File: config.mk
export PLATFORM = sky130hd
export DESIGN_NAME = bcd_serial_adder_ctrl
export DESIGN_NICKNAME = d
export VERILOG_FILES = /design/src/rtl/bcd_serial_adder_ctrl_pkg.sv /design/src/rtl/bcd_digit_add.sv /design/src/rtl/bcd_serial_adder_ctrl.sv
export SDC_FILE = /design/constraint.sdc
export NUM_CORES = 1
export LEC_CHECK = 0
export ABC_AREA = 1
export BUFFER_PORTS_ARGS = -buffer_cell sky130_fd_sc_hd__buf_4
export CAP_MARGIN = 10
export CELL_PAD_IN_SITES_DETAIL_PLACEMENT = 1
export CELL_PAD_IN_SITES_GLOBAL_PLACEMENT = 1
export CORE_MARGIN = 3
export CORE_UTILIZATION = 43
export CTS_CLUSTER_SIZE = 24
export DETAILED_ROUTE_END_ITERATION = 10
export PLACE_DENSITY = 0.95
export SLEW_MARGIN = 10
export SYNTH_ARGS = -nofsm -noshare
export SYNTH_HDL_FRONTEND = slang
export SYNTH_HIERARCHICAL = 1
export SYNTH_SLANG_ARGS = --single-unit
File: constraint.sdc
create_clock -name clk -period 5.8 [get_ports clk]
set_input_delay 0.58 -clock clk [delete_from_list [all_inputs] [get_ports clk]]
set_output_delay 0.58 -clock clk [all_outputs]
set_load 0.005 [all_outputs]
File: src/rtl/bcd_serial_adder_ctrl_pkg.sv
// Shared constants and state encoding for the digit-serial BCD adder.
// Holds BCD digit width/limits and the controller FSM state type.
package bcd_serial_adder_ctrl_pkg;

   localparam int         BCD_W   = 4;
   localparam logic [3:0] BCD_MAX = 4'd9;
   localparam logic [3:0] BCD_ADJ = 4'd6;

   typedef enum logic [1:0] {
      S_IDLE = 2'd0,
      S_ADD  = 2'd1,
      S_DONE = 2'd2
   } state_t;

endpackage

File: src/rtl/bcd_digit_add.sv
// Combinational single-digit BCD adder with decimal carry.
// Ports: a, b (BCD digits), cin -> s (BCD digit), cout (decimal carry).
module bcd_digit_add
   import bcd_serial_adder_ctrl_pkg::*;
(
   input  logic [3:0] a,
   input  logic [3:0] b,
   input  logic       cin,
   output logic [3:0] s,
   output logic       cout
);

   logic [4:0] t;

   always_comb begin
      t    = {1'b0, a} + {1'b0, b} + {4'b0, cin};
      s    = t[3:0];
      cout = 1'b0;
      if (t > {1'b0, BCD_MAX}) begin
         // binary 10..19 -> decimal digit via +6, carry out of bit 3 dropped
         s    = t[3:0] + BCD_ADJ;
         cout = 1'b1;
      end
   end

endmodule

File: src/rtl/bcd_serial_adder_ctrl.sv
// Digit-serial N-digit packed BCD adder, one digit pair per clock.
// Ports: clk, rst_n, start, a_in, b_in -> busy, done, sum, cout, err.
module bcd_serial_adder_ctrl
   import bcd_serial_adder_ctrl_pkg::*;
#(
   parameter int NDIGITS = 4
) (
   input  logic                     clk,
   input  logic                     rst_n,
   input  logic                     start,
   input  logic [4*NDIGITS-1:0]     a_in,
   input  logic [4*NDIGITS-1:0]     b_in,
   output logic                     busy,
   output logic                     done,
   output logic [4*NDIGITS-1:0]     sum,
   output logic                     cout,
   output logic                     err
);

   localparam int W  = BCD_W * NDIGITS;
   localparam int CW = (NDIGITS > 1) ? $clog2(NDIGITS) : 1;
   localparam logic [CW-1:0] LAST = CW'(NDIGITS - 1);

   state_t state, nstate;

   logic [W-1:0]       a_sh, b_sh, sum_r;
   logic [CW-1:0]      cnt;
   logic               carry, cout_r, err_r;
   logic [NDIGITS-1:0] bad;
   logic               any_bad;
   logic [3:0]         dsum;
   logic               dcarry;
   logic [W+BCD_W-1:0] sum_cat;

   for (genvar i = 0; i < NDIGITS; i++) begin : g_chk
      assign bad[i] = (a_in[i*BCD_W +: BCD_W] > BCD_MAX)
                    | (b_in[i*BCD_W +: BCD_W] > BCD_MAX);
   end

   assign any_bad = |bad;

   bcd_digit_add u_dig (
      .s    (dsum),
      .cout (dcarry),
      .a    (a_sh[BCD_W-1:0]),
      .b    (b_sh[BCD_W-1:0]),
      .cin  (carry)
   );

   // new digit enters at the top; after NDIGITS shifts digit 0 is at [3:0]
   assign sum_cat = {dsum, sum_r};

   always_ff @(posedge clk or negedge rst_n) begin
      if (!rst_n) state <= S_IDLE;
      else        state <= nstate;
   end

   always_comb begin
      nstate = state;
      unique case (state)
         S_IDLE: if (start) nstate = any_bad ? S_DONE : S_ADD;
         S_ADD:  if (cnt == LAST) nstate = S_DONE;
         S_DONE: nstate = S_IDLE;
         default: nstate = S_IDLE;
      endcase
   end

   always_ff @(posedge clk or negedge rst_n) begin
      if (!rst_n) begin
         a_sh   <= '0;
         b_sh   <= '0;
         sum_r  <= '0;
         cnt    <= '0;
         carry  <= 1'b0;
         cout_r <= 1'b0;
         err_r  <= 1'b0;
      end else begin
         unique case (state)
            S_IDLE: begin
               if (start) begin
                  a_sh   <= a_in;
                  b_sh   <= b_in;
                  sum_r  <= '0;
                  cnt    <= '0;
                  carry  <= 1'b0;
                  cout_r <= 1'b0;
                  err_r  <= any_bad;
               end
            end
            S_ADD: begin
               sum_r <= sum_cat[W+BCD_W-1:BCD_W];
               carry <= dcarry;
               a_sh  <= a_sh >> BCD_W;
               b_sh  <= b_sh >> BCD_W;
               cnt   <= cnt + 1'b1;
               if (cnt == LAST) cout_r <= dcarry;
            end
            default: ;
         endcase
      end
   end

   assign busy = (state == S_ADD);
   assign done = (state == S_DONE);
   assign sum  = sum_r;
   assign cout = cout_r;
   assign err  = err_r;

endmodule

==> impl_metrics.csv <==
group,metric,value,unit
global_route,antenna_found_initial,0,
power,p_comb_share,30.8,%
detailed_routing,drt_first_pass_iters,4,
synth,syn_area,0.00264,mm2
clock_network,cts_max_path_buffers,2,
power,switchingPower,0.000346,W
critical_path,max_stage_delay,580,ps
critical_path,path_max_fanout,4,
placed_design,portBuffers,54,
die,die_w,84.3,um
layout,diodes,0,
layout,area_growth,19.3,%
placed_design,gp_congestion,0.825,
synth,synth-seq-cells,55,
critical_path,endpoint_kind,"flop",
sta,slew_headroom,20.8,%
critical_path,r2r_setup_slack,3280,ps
critical_path,r2r_cells,9,
sta,hold_violations,0,
outcome,status,"finished clean",
power,seqPwrFrac,47.4,%
die,initial_core_util,46.2,%
layout,fin_util,55.1,%
power,pwr_density_cell,311,mW/mm2
sta,period_minus_slack,2520,ps
clock_network,cts_tree,"done",
clock_network,cts_buffers,5,
detailed_routing,drc_errors,0,
worst_hold_path,hp-class,"in2async",
detailed_routing,wl_met1,3110,um
layout,drive_above_1_share,20.2,%
global_route,grt.overflow.total,0,
power,pwr-share-clk,21.8,%
clock_network,root_buffer,"clkbuf_8",
detailed_routing,top_layer,"met4",
global_route,grt_first_pass_wirelength,11900,um
placed_design,dp_hpwl,5050,um
critical_path,r2r-end,"cout",
critical_path,cp_cell_sequence,"fa_1 > fa_1 > inv_1 > ha_1 > a21oi_4 > nand2_4 > nand2_4 > nand2_1 > a21oi_1",
sta,rsz0062_at_grt,"no",
detailed_routing,ant_nets,0,
power,p_int,0.000631,W
detailed_routing,wl_met2,3690,um
critical_path,arrival,2760,ps
layout,nNetsFinal,403,
synth,ys_seq_area_share,52.2,%
die,design.die.area,0.00711,mm2
power,irDropWorstVdd,0.143,mV
detailed_routing,vias,2317,
critical_path,worstSetupStartpointType,"flop",
sta,setup_tns,0,ps
sta,setup_viol,0,
critical_path,critPathKind,"reg2reg",
global_route,grtUsageTotal,20.7,%
sta,drv_slew,0,
die,rows,27,
detailed_routing,drtIter0Drc,84,
sta,clock-skew-final,6.63,ps
detailed_routing,vias_per_cell,5.34,
clock_network,path_clk_slew,100,ps
die,core,0.00571,mm2
critical_path,r2r_start,"a_sh[0]",
sta,fmax,396,MHz
critical_path,required,6040,ps
clock_network,cts_sinks,55,
clock_network,cts_max_level,2,
detailed_routing,wl_per_cell,16.4,um
synth,yosysWarningCount,6,
sta,fin_crit_sh,43.5,%
die,die-height,84.3,um
power,leakagePower,1.60,nW
synth,synth_nets,355,
detailed_routing,routed_wl,7120,um
sta,worst_pin_slew,1190,ps
clock_network,cts_resized,0,
clock_network,clk_latency,310,ps
synth,synth_cell_types,21,
clock_network,postCtsHoldBufs,0,
critical_path,cp.buffers_inverters,1,
global_route,grt_max_degree,56,
job,drv_cap,0,
detailed_routing,wl_met3,275,um
critical_path,cp_top_family,"adder cells",
die,io_pins,55,
synth,synthCells,313,
clock_network,post-cts-setup-buffer-count,0,
global_route,grt_pass1_vias,2476,
power,p_sw_share,35.4,%
synth,syn_area_per_cell,8.42,um2
critical_path,slowest_stage,"fa_1",
==> area by class of cell <==
type                            count  area [um2]
Fill cell                         715        2560
Sequential cell                    55        1380
Multi-Input combinational cell    215        1070
Timing Repair Buffer               56         420
Inverter                           28         105
Tap cell                           72        90.1
Clock buffer                        6        72.6
Clock inverter                      2        12.5
==> synth_stat cells, drive strengths merged <==
library cell  instances  area share (%)
o22ai                 8             1.9
a21oi                53              11
nor2                 32             4.7
clkbuf                1            0.14
fa                    2             1.5
o21ai                18             3.6
dfrtp                55              52
inv                  28             4.0
nand3                11             2.1
buf                  14             3.2
ha                    5             2.4
nand2                83              13
a22o                  3             1.0
==> worst max path at each step <==
stage	from	endpoint	cells past startpoint
2_1_floorplan	a_sh[0]	sum[13]	11
3_3_place_gp	a_sh[0]	sum[13]	12
6_report	a_sh[0]	cout	9
4_1_cts	a_sh[0]	cout	9
5_1_grt	a_sh[0]	sum[14]	12
3_5_place_dp	a_sh[0]	cout	9
==> state kept, by name, indices dropped and copies added (netlist names) <==
signal	count
a_sh	16
b_sh	16
sum	16
cnt	2
state	2
carry	1
cout	1
err	1
==> metal layers <==
| layer | vias up | track usage (%) |
|---|---|---|
| li1 | 1108 | - |
| met3 | 5 | 3.73 |
| met2 | 49 | 37.2 |
| met1 | 1155 | 26.3 |
| met4 | 0 | 3.65 |
| met5 | - | 0 |
==> cells by family after synthesis <==
group	share of synthesized area, %
and+or+nand+nor	19.5
AOI/OAI and AO/OA	17.1
DFF	52.2
buffers and inverters	7.31
adders and majority gates	3.89
==> per-stage QoR <==
stage	power [W]	setup slack, ps	area, um2	instances	hold WS, ps
2_1_floorplan	0.000671	3580	2640	313	284
3_3_place_gp	0.000742	3480	3060	426	457
3_5_place_dp	0.000771	3340	3060	426	460
4_1_cts	0.000982	3290	3140	434	339
5_1_grt	0.00104	3120	3140	434	363
6_report	0.000978	3280	3140	434	305
==> worst register-to-register path, cell delays in order, from the launching register on <==
cell,delay (ps)
dfrtp_1,410
fa_1,500
fa_1,580
inv_1,90
ha_1,240
a21oi_4,160
nand2_4,90
nand2_4,80
nand2_1,90
a21oi_1,210
==> power groups by stage <==
stage               sequential, W  clock (W)  combinational, W
floorplan                0.000460          0          0.000211
global placement         0.000467          0          0.000275
detailed placement       0.000470          0          0.000301
CTS                      0.000463   0.000216          0.000303
global route             0.000470   0.000233          0.000340
finish                   0.000463   0.000213          0.000301
==> layout by cell type, fill, tap and decap left out, drive strengths merged <==
master    count
inv          28
fa            2
ha            5
clkbuf        6
clkinvlp      1
buf          56
nand2        83
o22ai         8
a21oi        53
nand3        11
dfrtp        55
clkinv        1
a22o          3
o21ai        18
nor2         32
No activity file was read; power rests on OpenSTA's default activity.
